**config.mk**
```make
export PLATFORM = sky130hd
export DESIGN_NAME = avalon_mem_arbiter_flat
export DESIGN_NICKNAME = d
export VERILOG_FILES = /design/src/rtl/avalon_mem_arbiter_if.sv /design/src/rtl/avalon_mem_arbiter.sv /design/src/flat_wrapper.sv
export SDC_FILE = /design/constraint.sdc
export NUM_CORES = 1
export LEC_CHECK = 0
export CAP_MARGIN = 10
export CORE_AREA = 2 2 109 111
export DETAILED_ROUTE_END_ITERATION = 8
export DIE_AREA = 0 0 111 113
export PLACE_DENSITY = 0.68
export SLEW_MARGIN = 10
export SYNTH_ARGS = -nofsm -noshare
export SYNTH_HDL_FRONTEND = slang
export SYNTH_SLANG_ARGS = --single-unit
```
**constraint.sdc**
```tcl
create_clock -name clk -period 2.5 [get_ports clk]
set_input_delay 0.25 -clock clk [delete_from_list [all_inputs] [get_ports clk]]
set_output_delay 0.25 -clock clk [all_outputs]
set_load 0.03 [all_outputs]
```
**src/rtl/avalon_mem_arbiter_if.sv**
```systemverilog
// Bus bundle between the CPU fetch/data units, the arbiter and the Avalon slave.
// Handshake: a requester holds its read/write high until it samples its waitrequest low at a rising edge.
interface avalon_mem_arbiter_if;
    logic [31:0] i_address;
    logic        i_read;
    logic        i_waitrequest;
    logic [31:0] i_readdata;

    logic [31:0] d_address;
    logic        d_read;
    logic        d_write;
    logic [31:0] d_writedata;
    logic [3:0]  d_byteenable;
    logic        d_waitrequest;
    logic [31:0] d_readdata;

    logic [31:0] address;
    logic        read;
    logic        write;
    logic [31:0] writedata;
    logic [3:0]  byteenable;
    logic        waitrequest;
    logic [31:0] readdata;

    // Arbiter view: serves the two CPU requesters and masters the Avalon port.
    modport master (
        input  i_address, i_read,
        output i_waitrequest, i_readdata,
        input  d_address, d_read, d_write, d_writedata, d_byteenable,
        output d_waitrequest, d_readdata,
        output address, read, write, writedata, byteenable,
        input  waitrequest, readdata
    );

    // Environment view: CPU units plus the Avalon slave.
    modport slave (
        output i_address, i_read,
        input  i_waitrequest, i_readdata,
        output d_address, d_read, d_write, d_writedata, d_byteenable,
        input  d_waitrequest, d_readdata,
        input  address, read, write, writedata, byteenable,
        output waitrequest, readdata
    );
endinterface

```
**src/rtl/avalon_mem_arbiter.sv**
```systemverilog
// Round-robin arbiter sharing one Avalon port between instruction fetch and load/store,
// holding the grant until the access completes, with a waitrequest watchdog.
module avalon_mem_arbiter #(
    parameter int unsigned TIMEOUT_CYCLES = 255,
    parameter logic [31:0] TIMEOUT_RDATA  = 32'hFFFFFFFF
) (
    input  logic                  clk,
    input  logic                  reset,
    avalon_mem_arbiter_if.master  bus,
    output logic [1:0]            grant,
    output logic                  bus_error,
    output logic [1:0]            dbg_state_o
);

    localparam int unsigned CW       = (TIMEOUT_CYCLES > 1) ? $clog2(TIMEOUT_CYCLES) : 1;
    localparam logic [CW-1:0] CNT_LAST = CW'(TIMEOUT_CYCLES - 1);
    localparam bit WD_EN = (TIMEOUT_CYCLES != 0);

    typedef enum logic [1:0] {
        IDLE  = 2'd0,
        GNT_I = 2'd1,
        GNT_D = 2'd2,
        ERR   = 2'd3
    } state_e;

    state_e        state_q, state_d;
    logic [1:0]    grant_q, grant_d;
    logic          last_d_q, last_d_d;   // 1: data was served last
    logic [CW-1:0] cnt_q, cnt_d;
    logic          berr_q, berr_d;

    logic i_req, d_req, own_req;

    assign i_req   = bus.i_read;
    assign d_req   = bus.d_read | bus.d_write;
    assign own_req = (state_q == GNT_I) ? i_req : d_req;

    always_comb begin
        state_d  = state_q;
        grant_d  = grant_q;
        last_d_d = last_d_q;
        cnt_d    = cnt_q;
        berr_d   = berr_q;
        case (state_q)
            IDLE: begin
                if (i_req && (!d_req || last_d_q)) begin
                    state_d  = GNT_I;
                    grant_d  = 2'b01;
                    last_d_d = 1'b0;
                end else if (d_req) begin
                    state_d  = GNT_D;
                    grant_d  = 2'b10;
                    last_d_d = 1'b1;
                end
            end
            GNT_I, GNT_D: begin
                // A dropped request is an abort, not an error.
                if (!own_req || !bus.waitrequest) begin
                    state_d = IDLE;
                    grant_d = 2'b00;
                    cnt_d   = '0;
                end else if (WD_EN && (cnt_q == CNT_LAST)) begin
                    state_d = ERR;
                    berr_d  = 1'b1;
                    cnt_d   = '0;
                end else begin
                    cnt_d = cnt_q + 1'b1;
                end
            end
            ERR: begin
                state_d = IDLE;
                grant_d = 2'b00;
            end
            default: begin
                state_d = IDLE;
                grant_d = 2'b00;
            end
        endcase
    end

    always_comb begin
        bus.address       = 32'h0;
        bus.read          = 1'b0;
        bus.write         = 1'b0;
        bus.writedata     = 32'h0;
        bus.byteenable    = 4'h0;
        bus.i_waitrequest = 1'b1;
        bus.i_readdata    = 32'h0;
        bus.d_waitrequest = 1'b1;
        bus.d_readdata    = 32'h0;
        case (state_q)
            GNT_I: begin
                bus.address       = bus.i_address;
                bus.read          = bus.i_read;
                bus.byteenable    = 4'hF;
                bus.i_waitrequest = bus.waitrequest;
                bus.i_readdata    = bus.readdata;
            end
            GNT_D: begin
                bus.address       = bus.d_address;
                bus.write         = bus.d_write;
                bus.read          = bus.d_read & ~bus.d_write;
                bus.writedata     = bus.d_writedata;
                bus.byteenable    = bus.d_byteenable;
                bus.d_waitrequest = bus.waitrequest;
                bus.d_readdata    = bus.readdata;
            end
            ERR: begin
                // Release the stalled owner with a poison value.
                if (grant_q == 2'b01) begin
                    bus.i_waitrequest = 1'b0;
                    bus.i_readdata    = TIMEOUT_RDATA;
                end else begin
                    bus.d_waitrequest = 1'b0;
                    bus.d_readdata    = TIMEOUT_RDATA;
                end
            end
            default: begin
            end
        endcase
    end

    always_ff @(posedge clk or posedge reset) begin
        if (reset) begin
            state_q  <= IDLE;
            grant_q  <= 2'b00;
            last_d_q <= 1'b0;
            cnt_q    <= '0;
            berr_q   <= 1'b0;
        end else begin
            state_q  <= state_d;
            grant_q  <= grant_d;
            last_d_q <= last_d_d;
            cnt_q    <= cnt_d;
            berr_q   <= berr_d;
        end
    end

    assign grant       = grant_q;
    assign bus_error   = berr_q;
    assign dbg_state_o = state_q;

endmodule

```
**src/flat_wrapper.sv**
```systemverilog
// flat-port wrapper written by rule: the top's interface ports become plain ports
module avalon_mem_arbiter_flat 
#(
    parameter int unsigned TIMEOUT_CYCLES = 255,
    parameter logic [31:0] TIMEOUT_RDATA  = 32'hFFFFFFFF
)
  (clk, reset, grant, bus_error, dbg_state_o, bus_i_address, bus_i_read, bus_i_waitrequest, bus_i_readdata, bus_d_address, bus_d_read, bus_d_write, bus_d_writedata, bus_d_byteenable, bus_d_waitrequest, bus_d_readdata, bus_address, bus_read, bus_write, bus_writedata, bus_byteenable, bus_waitrequest, bus_readdata);
  avalon_mem_arbiter_if bus_i ();
  input  logic clk;
  input  logic reset;
  output logic [1:0] grant;
  output logic bus_error;
  output logic [1:0] dbg_state_o;
  input wire logic [$bits(bus_i.i_address)-1:0] bus_i_address;
  input wire logic [$bits(bus_i.i_read)-1:0] bus_i_read;
  output wire logic [$bits(bus_i.i_waitrequest)-1:0] bus_i_waitrequest;
  output wire logic [$bits(bus_i.i_readdata)-1:0] bus_i_readdata;
  input wire logic [$bits(bus_i.d_address)-1:0] bus_d_address;
  input wire logic [$bits(bus_i.d_read)-1:0] bus_d_read;
  input wire logic [$bits(bus_i.d_write)-1:0] bus_d_write;
  input wire logic [$bits(bus_i.d_writedata)-1:0] bus_d_writedata;
  input wire logic [$bits(bus_i.d_byteenable)-1:0] bus_d_byteenable;
  output wire logic [$bits(bus_i.d_waitrequest)-1:0] bus_d_waitrequest;
  output wire logic [$bits(bus_i.d_readdata)-1:0] bus_d_readdata;
  output wire logic [$bits(bus_i.address)-1:0] bus_address;
  output wire logic [$bits(bus_i.read)-1:0] bus_read;
  output wire logic [$bits(bus_i.write)-1:0] bus_write;
  output wire logic [$bits(bus_i.writedata)-1:0] bus_writedata;
  output wire logic [$bits(bus_i.byteenable)-1:0] bus_byteenable;
  input wire logic [$bits(bus_i.waitrequest)-1:0] bus_waitrequest;
  input wire logic [$bits(bus_i.readdata)-1:0] bus_readdata;
  assign bus_i.i_address = bus_i_address;
  assign bus_i.i_read = bus_i_read;
  assign bus_i_waitrequest = bus_i.i_waitrequest;
  assign bus_i_readdata = bus_i.i_readdata;
  assign bus_i.d_address = bus_d_address;
  assign bus_i.d_read = bus_d_read;
  assign bus_i.d_write = bus_d_write;
  assign bus_i.d_writedata = bus_d_writedata;
  assign bus_i.d_byteenable = bus_d_byteenable;
  assign bus_d_waitrequest = bus_i.d_waitrequest;
  assign bus_d_readdata = bus_i.d_readdata;
  assign bus_address = bus_i.address;
  assign bus_read = bus_i.read;
  assign bus_write = bus_i.write;
  assign bus_writedata = bus_i.writedata;
  assign bus_byteenable = bus_i.byteenable;
  assign bus_i.waitrequest = bus_waitrequest;
  assign bus_i.readdata = bus_readdata;
  avalon_mem_arbiter #(.TIMEOUT_CYCLES(TIMEOUT_CYCLES), .TIMEOUT_RDATA(TIMEOUT_RDATA)) u_core (.clk(clk), .reset(reset), .bus(bus_i), .grant(grant), .bus_error(bus_error), .dbg_state_o(dbg_state_o));
endmodule
```
==> summary.md, run 1 <==
| Metric | Value |
|---|---|
| Placed inst area | `0.00495 sq mm` |
| Fmax | `0.423 GHz` |
| Area share of the largest cell type after synthesis | `23.4%` |
| Initial antenna violation count | `0` |
| CP Class | `register to primary output` |
| Startpoint Class | `register` |
| Core Area | `between 0.01 and 0.015 sq mm` |
| Setup tns final | `0 ns` |
| Die height | `113 microns` |
| Commonest non-fill, non-tap cells in the layout | `clkdlybuf4s50_1, nand2_1, buf_4, nor2b_1, and2_1` |
| Routed wl met3 | `about 840 microns` |
| DR pass1 iterations | `4` |
| Actual slew at the worst max-slew pin | `between 0.5 and 0.6 ns` |
| Critical path arrival | `roughly 2.1 ns` |
| Post-synth EDFFs | `0` |
| Worst Skew | `0.00266 ns` |
| Max cap viols | `0` |
| Mux share of post-synthesis cell area | `2.34%` |
| XOR/XNOR Fraction of Synth Area | `0%` |
| # DRC | `0` |
| Routability cong. | `around 0.92` |
| Hold_buf cts | `0` |
| Iteration-0 DRC count of the detailed router | `a little under 200` |
| Synth Area in Simple Gates | `slightly above 50%` |
| Avg WL per Cell | `15.8 microns` |
| Die area | `0.0125 sq mm` |
| Synth cell types | `39` |
| Final Hold Fails | `0` |
| Synth Area in Adders | `3.99%` |
| # port buffers | `278` |
| Int Power | `about 0.0027 W` |
| Share of post-route cells with drive strength above 1 | `between 20% and 30%` |
| Cell area after layout | `around 0.0050 sq mm` |
| First-pass GRT wire length | `18,100 microns` |
| Met2 Routed Length | `between 6000 and 7000 microns` |
| Vias | `3,425` |
| Commonest non-fill, non-tap cell in the layout | `clkdlybuf4s50_1` |
| Yosys reg bits | `14` |
| Clock sinks | `14` |
| Utilization after layout | `~45%` |
| Top Metal Used | `met4` |
| Largest family of logic cells by synthesized area | `simple AND/OR/NAND/NOR gates` |
| Final min period | `2.36 ns` |
| Worst Setup End Kind | `primary output` |
| Post-CTS setup buffers | `0` |
| Vias in the first global route | `roughly 3,300` |
| Leakage | `2.53 nW` |
| Instance count of the mapped netlist | `356` |
| Layout Area Growth over Synthesis | `129%` |
| Async set-reset flop share out of synthesis | `100%` |
| Area of the mapped netlist | `0.00219 sq mm` |
| CTS clk-pin slew, worst paths | `roughly 0.040 ns` |
| Die W | `between 100 and 150 microns` |
| Root Buffer | `clkbuf_16` |
| Sequential fraction of the synthesis area | `between 10% and 20%` |
| Top cells by area, synth | `nand2_1, dfrtp_1, a22oi_1` |
| Antenna viol nets, final | `0` |
| Flop pwr share | `roughly 5.8%` |
| RSZ-0062 raised after global routing | `false` |
| Clk pwr share | `around 4.8%` |
| Logic pwr share | `between 80 and 90%` |
| Complex-gate fraction of the synthesized area | `approximately 20%` |
| GR Overflow Total | `0` |
| Vias/cell | `approximately 4.5` |
| Worst hold path type | `primary input to asynchronous set/reset pin` |
| Max VDD drop | `~0.00071 V` |
| Area leader, netlist | `nand2_1` |
| Switching share of power | `between 50 and 60%` |
| Worst EP required | `~2.3 ns` |
| Tcrit/Tclk final | `a little over nine tenths` |
| DP HPWL | `9670 microns` |
| Post-CTS Resized | `0` |
| Row cnt | `39` |
| Primary FF master, synth | `dfrtp_1` |
| GRT Total Usage | `between 15 and 20%` |
| H-tree depth | `1` |
| Mapped Avg Cell Area | `approximately 6.2 sq um` |
| TritonCTS clock tree | `done` |
| Net Switching | `0.00348 W` |
| Yosys warns | `0` |
| Worst-Skew Late Latency | `0.25 ns` |
| CP Max Fanout | `46` |
| IO Count | `~280` |
| Clock buffer depth | `2` |
| Final max-slew violation count | `0` |
| Post-Route WL | `around 12,000 microns` |
| Largest net degree at the start of global routing | `47` |
| Syn Nets | `between 500 and 600` |
| WL met1 | `around 4600 microns` |
| NumNets Final | `approximately 760` |
| Initial core utilization | `between 10% and 20%` |
| # diodes | `0` |
| Outcome | `complete, no violations` |
| Power Density | `about 1200 mW/mm^2` |
| Slew margin rel. | `between 60% and 70%` |
| CTS buffer count | `3` |
| Final Setup Violations | `0` |
==> critical path: stages, from the launching register on <==
cell     delay (ns)
dfrtp_1        0.42
inv_1          0.17
ha_4           0.39
buf_12         0.26
nand2_1        0.07
o21ai_0        0.21
and2_1         0.21
buf_12         0.13
==> final timing paths <==
check | start | end | slack, ns | cells past startpoint
max in group asynchronous | reset | u_core.dbg_state_o[1] | 1.77 | 2
worst max register to register | u_core.dbg_state_o[0] | u_core.dbg_state_o[0] | 0.31 | 6
worst min register to register | u_core.bus_error | u_core.bus_error | 0.47 | 1
worst min-delay path | reset | u_core.cnt_q[3] | 0.36 | 2
min in group clk | u_core.bus_error | u_core.bus_error | 0.47 | 1
worst max-delay path | u_core.dbg_state_o[0] | bus_read | 0.14 | 7
==> per-stage QoR <==
stage          hold WS [ns]  instances  total power (W)  setup slack (ns)
3_3_place_gp          0.444        756          0.00585             0.421
6_report              0.359        759          0.00616             0.136
4_1_cts               0.369        759          0.00622            0.0782
5_1_grt               0.421        759          0.00650            0.0238
2_1_floorplan         0.139        356          0.00365             0.260
3_5_place_dp          0.448        756          0.00589             0.335
==> flip-flops by register name, indices dropped and copies added, names as in the netlist <==
register,flops
u_core.cnt_q,8
u_core.grant,2
u_core.dbg_state_o,2
u_core.bus_error,1
u_core.last_d_q,1
==> layer usage <==
| metal | vias up | global-route usage [%] |
|---|---|---|
| met3 | 21 | 3.64 |
| met2 | 144 | 33.2 |
| met1 | 1572 | 20.8 |
| met4 | 0 | 4.67 |
| li1 | 1688 | - |
| met5 | - | 0 |
==> synthesized netlist by cell type, types with 5 or more instances <==
cell / number
clkbuf_1: 21
and2_1: 34
buf_1: 6
ha_1: 7
a21o_1: 6
dfrtp_1: 14
a22oi_1: 33
nand2_1: 137
a21oi_1: 5
inv_1: 8
o21ai_0: 6
nor2b_1: 36
==> power by group through the flow <==
| stage | logic, W | registers [W] | clock network, W |
|---|---|---|---|
| 3_3_place_gp | 0.00550 | 0.000353 | 0 |
| 2_1_floorplan | 0.00326 | 0.000394 | 0 |
| 3_5_place_dp | 0.00553 | 0.000358 | 0 |
| 5_1_grt | 0.00582 | 0.000366 | 0.000315 |
| 6_report | 0.00551 | 0.000356 | 0.000299 |
| 4_1_cts | 0.00556 | 0.000355 | 0.000305 |
==> logic make-up (layout without fill, tap and decap cells) <==
kind of cell / Yosys count / count (layout)
muxes: 5 / 5
DFF: 14 / 14
and+or+nand+nor: 231 / 231
buffers and inverters: 39 / 299
AOI/OAI and AO/OA: 60 / 60
adders and majority gates: 7 / 7
==> final cells by class <==
class | instances | area, sq um
clock buffers | 3 | 75.1
fillers | 1111 | 6240
inverters | 8 | 30.0
repair buffers | 288 | 2700
well taps | 143 | 179
multi-input cells | 303 | 1690
flip-flops and latches | 14 | 350
Power figures use the tool's default switching activity.
==> inputs of run 2 (changes only) <==
- CORE_AREA: 2 2 109 111 -> 2 2 107 109
- DIE_AREA: 0 0 111 113 -> 0 0 109 111
- PLACE_DENSITY: 0.68 -> 0.7
==> run 2 against run 1 <==
Against the previous run: sequential power hardly changed; wire length down 3.0%; clock skew increased by 0.0011 ns; clock power rose by 11%; sequential cell count unchanged; worst setup slack improved by 0.040 ns; final area grew 1.5%; sequential share of layout area down 0.10 points; first-iteration DRC count grew 26%.
==> summary.md, run 2 (same netlist as run 1, synthesis figures left out) <==
| Metric | Value |
|---|---|
| Bufs and invs on worst path | `3` |
| Worst EP required | `between 2 and 2.5 ns` |
| # diodes | `0` |
| # DRC | `0` |
| Commonest non-fill, non-tap cells in the layout | `clkdlybuf4s50_1, nand2_1, buf_4, nor2b_1, and2_1` |
| Die W | `about 110 microns` |
| TritonCTS clock tree | `done` |
| # port buffers | `~280` |
| Final max-slew violation count | `0` |
| Met2 Routed Length | `5950 microns` |
| Largest register FFs | `8` |
| Vias | `about 3,400` |
| DR pass1 iterations | `4` |
| Die area | `0.0121 sq mm` |
| Initial antenna violation count | `0` |
| Antenna viol nets, final | `0` |
| Fmax | `0.430 GHz` |
| Top Metal Used | `met4` |
| Setup tns final | `0 ns` |
| Tcrit/Tclk final | `93.0%` |
| RR Endpoint | `u_core.dbg_state_o[0]` |
| Routability cong. | `about 0.85` |
| CP Class | `register to primary output` |
| Root Buffer | `clkbuf_16` |
| Worst Setup End Kind | `primary output` |
| WL met1 | `approximately 4600 microns` |
| Share of post-route cells with drive strength above 1 | `between 10% and 20%` |
| Final Hold Fails | `0` |
| Die height | `approximately 110 microns` |
| Max VDD drop | `about 0.00071 V` |
| Power Density | `1200 mW/mm^2` |
| Largest net degree at the start of global routing | `46` |
| GRT Total Usage | `approximately 17%` |
| H-tree depth | `1` |
| Clock sinks | `14` |
| CTS buffer count | `3` |
| Leakage | `roughly 2.7 nW` |
| DP HPWL | `9350 microns` |
| Row cnt | `39` |
| Initial core utilization | `between 15 and 20%` |
| PnR Total Power | `between 0.006 and 0.007 W` |
| Routed wl met3 | `approximately 830 microns` |
| R2R setup slack | `0.34 ns` |
| Register with the most flip-flops | `u_core.cnt_q` |
| RSZ-0062 raised after global routing | `false` |
| Layout Area Growth over Synthesis | `132%` |
| Actual slew at the worst max-slew pin | `0.593 ns` |
| Reg2Reg Depth | `6` |
| Final Setup Violations | `0` |
| CP max stage delay | `~0.67 ns` |
| Outcome | `complete, no violations` |
| Vias in the first global route | `about 3,300` |
| Top delay family on crit path | `buffers and inverters` |
| Slew margin rel. | `approximately 60%` |
| Critical Path Slowest Stage Cell | `clkdlybuf4s50_1` |
| Avg WL per Cell | `about 15 microns` |
| Iteration-0 DRC count of the detailed router | `between 200 and 250` |
| Max cap viols | `0` |
| Critical path arrival | `2.07 ns` |
| Hold_buf cts | `0` |
| Post-Route WL | `11,600 microns` |
| Worst Skew | `roughly 0.0037 ns` |
| Final min period | `2.32 ns` |
| Vias/cell | `around 4.5` |
| Clock buffer depth | `2` |
| Worst hold path type | `primary input to asynchronous set/reset pin` |
| GR Overflow Total | `0` |
| Worst-Skew Late Latency | `~0.24 ns` |
| CP Max Fanout | `31` |
| Commonest non-fill, non-tap cell in the layout | `clkdlybuf4s50_1` |
| NumNets Final | `roughly 760` |
| Core Area | `between 0.01 and 0.015 sq mm` |
| Crit-path cells | `ha_1, inv_1, a21o_1, buf_12, nand2_1, clkdlybuf4s50_1` |
| Worst r2r src | `u_core.dbg_state_o[0]` |
| IO Count | `around 280` |
| CTS clk-pin slew, worst paths | `roughly 0.050 ns` |
| First-pass GRT wire length | `around 17,000 microns` |
| Startpoint Class | `register` |
==> run 2: changes by cell type in the layout (fill, tap and decap cells not counted) <==
| cell | before | now |
|---|---|---|
| clkdlybuf4s50_1 | 150 | 164 |
| buf_12 | 13 | 8 |
| dlymetal6s2s_1 | 0 | 16 |
| clkbuf_8 | 0 | 1 |
| buf_4 | 125 | 100 |
| dlygate4sd2_1 | 0 | 1 |
==> run 2: stage by stage <==
stage	cells	area, sq um	hold WS [ns]	utilization (%)	worst slack (ns)
after floorplan	356	2190	0.139	-	0.260
after global placement	756	4970	0.446	44.8	0.283
after detailed placement	756	4970	0.462	44.8	0.260
after CTS	760	5050	0.368	45.6	0.0502
after global routing	761	5100	0.431	46.1	0.0676
final	761	5100	0.347	46.1	0.176
==> run 2: what timing repair did <==
item,CTS,global route
buffers inserted,0,1
resized for setup,1,16
endpoints found under the setup margin,1,23
==> run 2: power breakdown <==
| part | leakage, nW | total, W | switching, W | internal, W |
|---|---|---|---|---|
| Clock | 0.0442 | 0.000333 | 0.0000907 | 0.000242 |
| Combinational | 2.48 | 0.00545 | 0.00326 | 0.00219 |
| Sequential | 0.186 | 0.000356 | 0.0000691 | 0.000287 |
| Total | 2.71 | 0.00614 | 0.00342 | 0.00272 |
==> run 2: how the worst max path moves through the flow <==
stage | depth (start not counted) | to | startpoint
2_1_floorplan | 7 | u_core.dbg_state_o[0] | u_core.dbg_state_o[0]
3_3_place_gp | 6 | bus_d_readdata[26] | u_core.dbg_state_o[0]
3_5_place_dp | 6 | bus_d_readdata[26] | u_core.dbg_state_o[0]
4_1_cts | 6 | bus_d_readdata[27] | u_core.dbg_state_o[0]
5_1_grt | 6 | bus_d_readdata[3] | u_core.dbg_state_o[0]
6_report | 6 | bus_d_readdata[30] | u_core.dbg_state_o[0]
==> run 2: layout make-up <==
cell class	count	area [sq um]
sequential	14	350
inverter	8	30.0
multi-input combinational	303	1690
clock buffer	4	88.8
timing repair buffer	289	2760
tap	143	179
fill	1093	5970
==> run 2: per-layer routing <==
metal / vias to the layer above / GRT usage [%]
met5: - / 0
li1: 1697 / -
met1: 1548 / 19.8
met2: 129 / 33.0
met3: 22 / 3.23
met4: 0 / 3.93
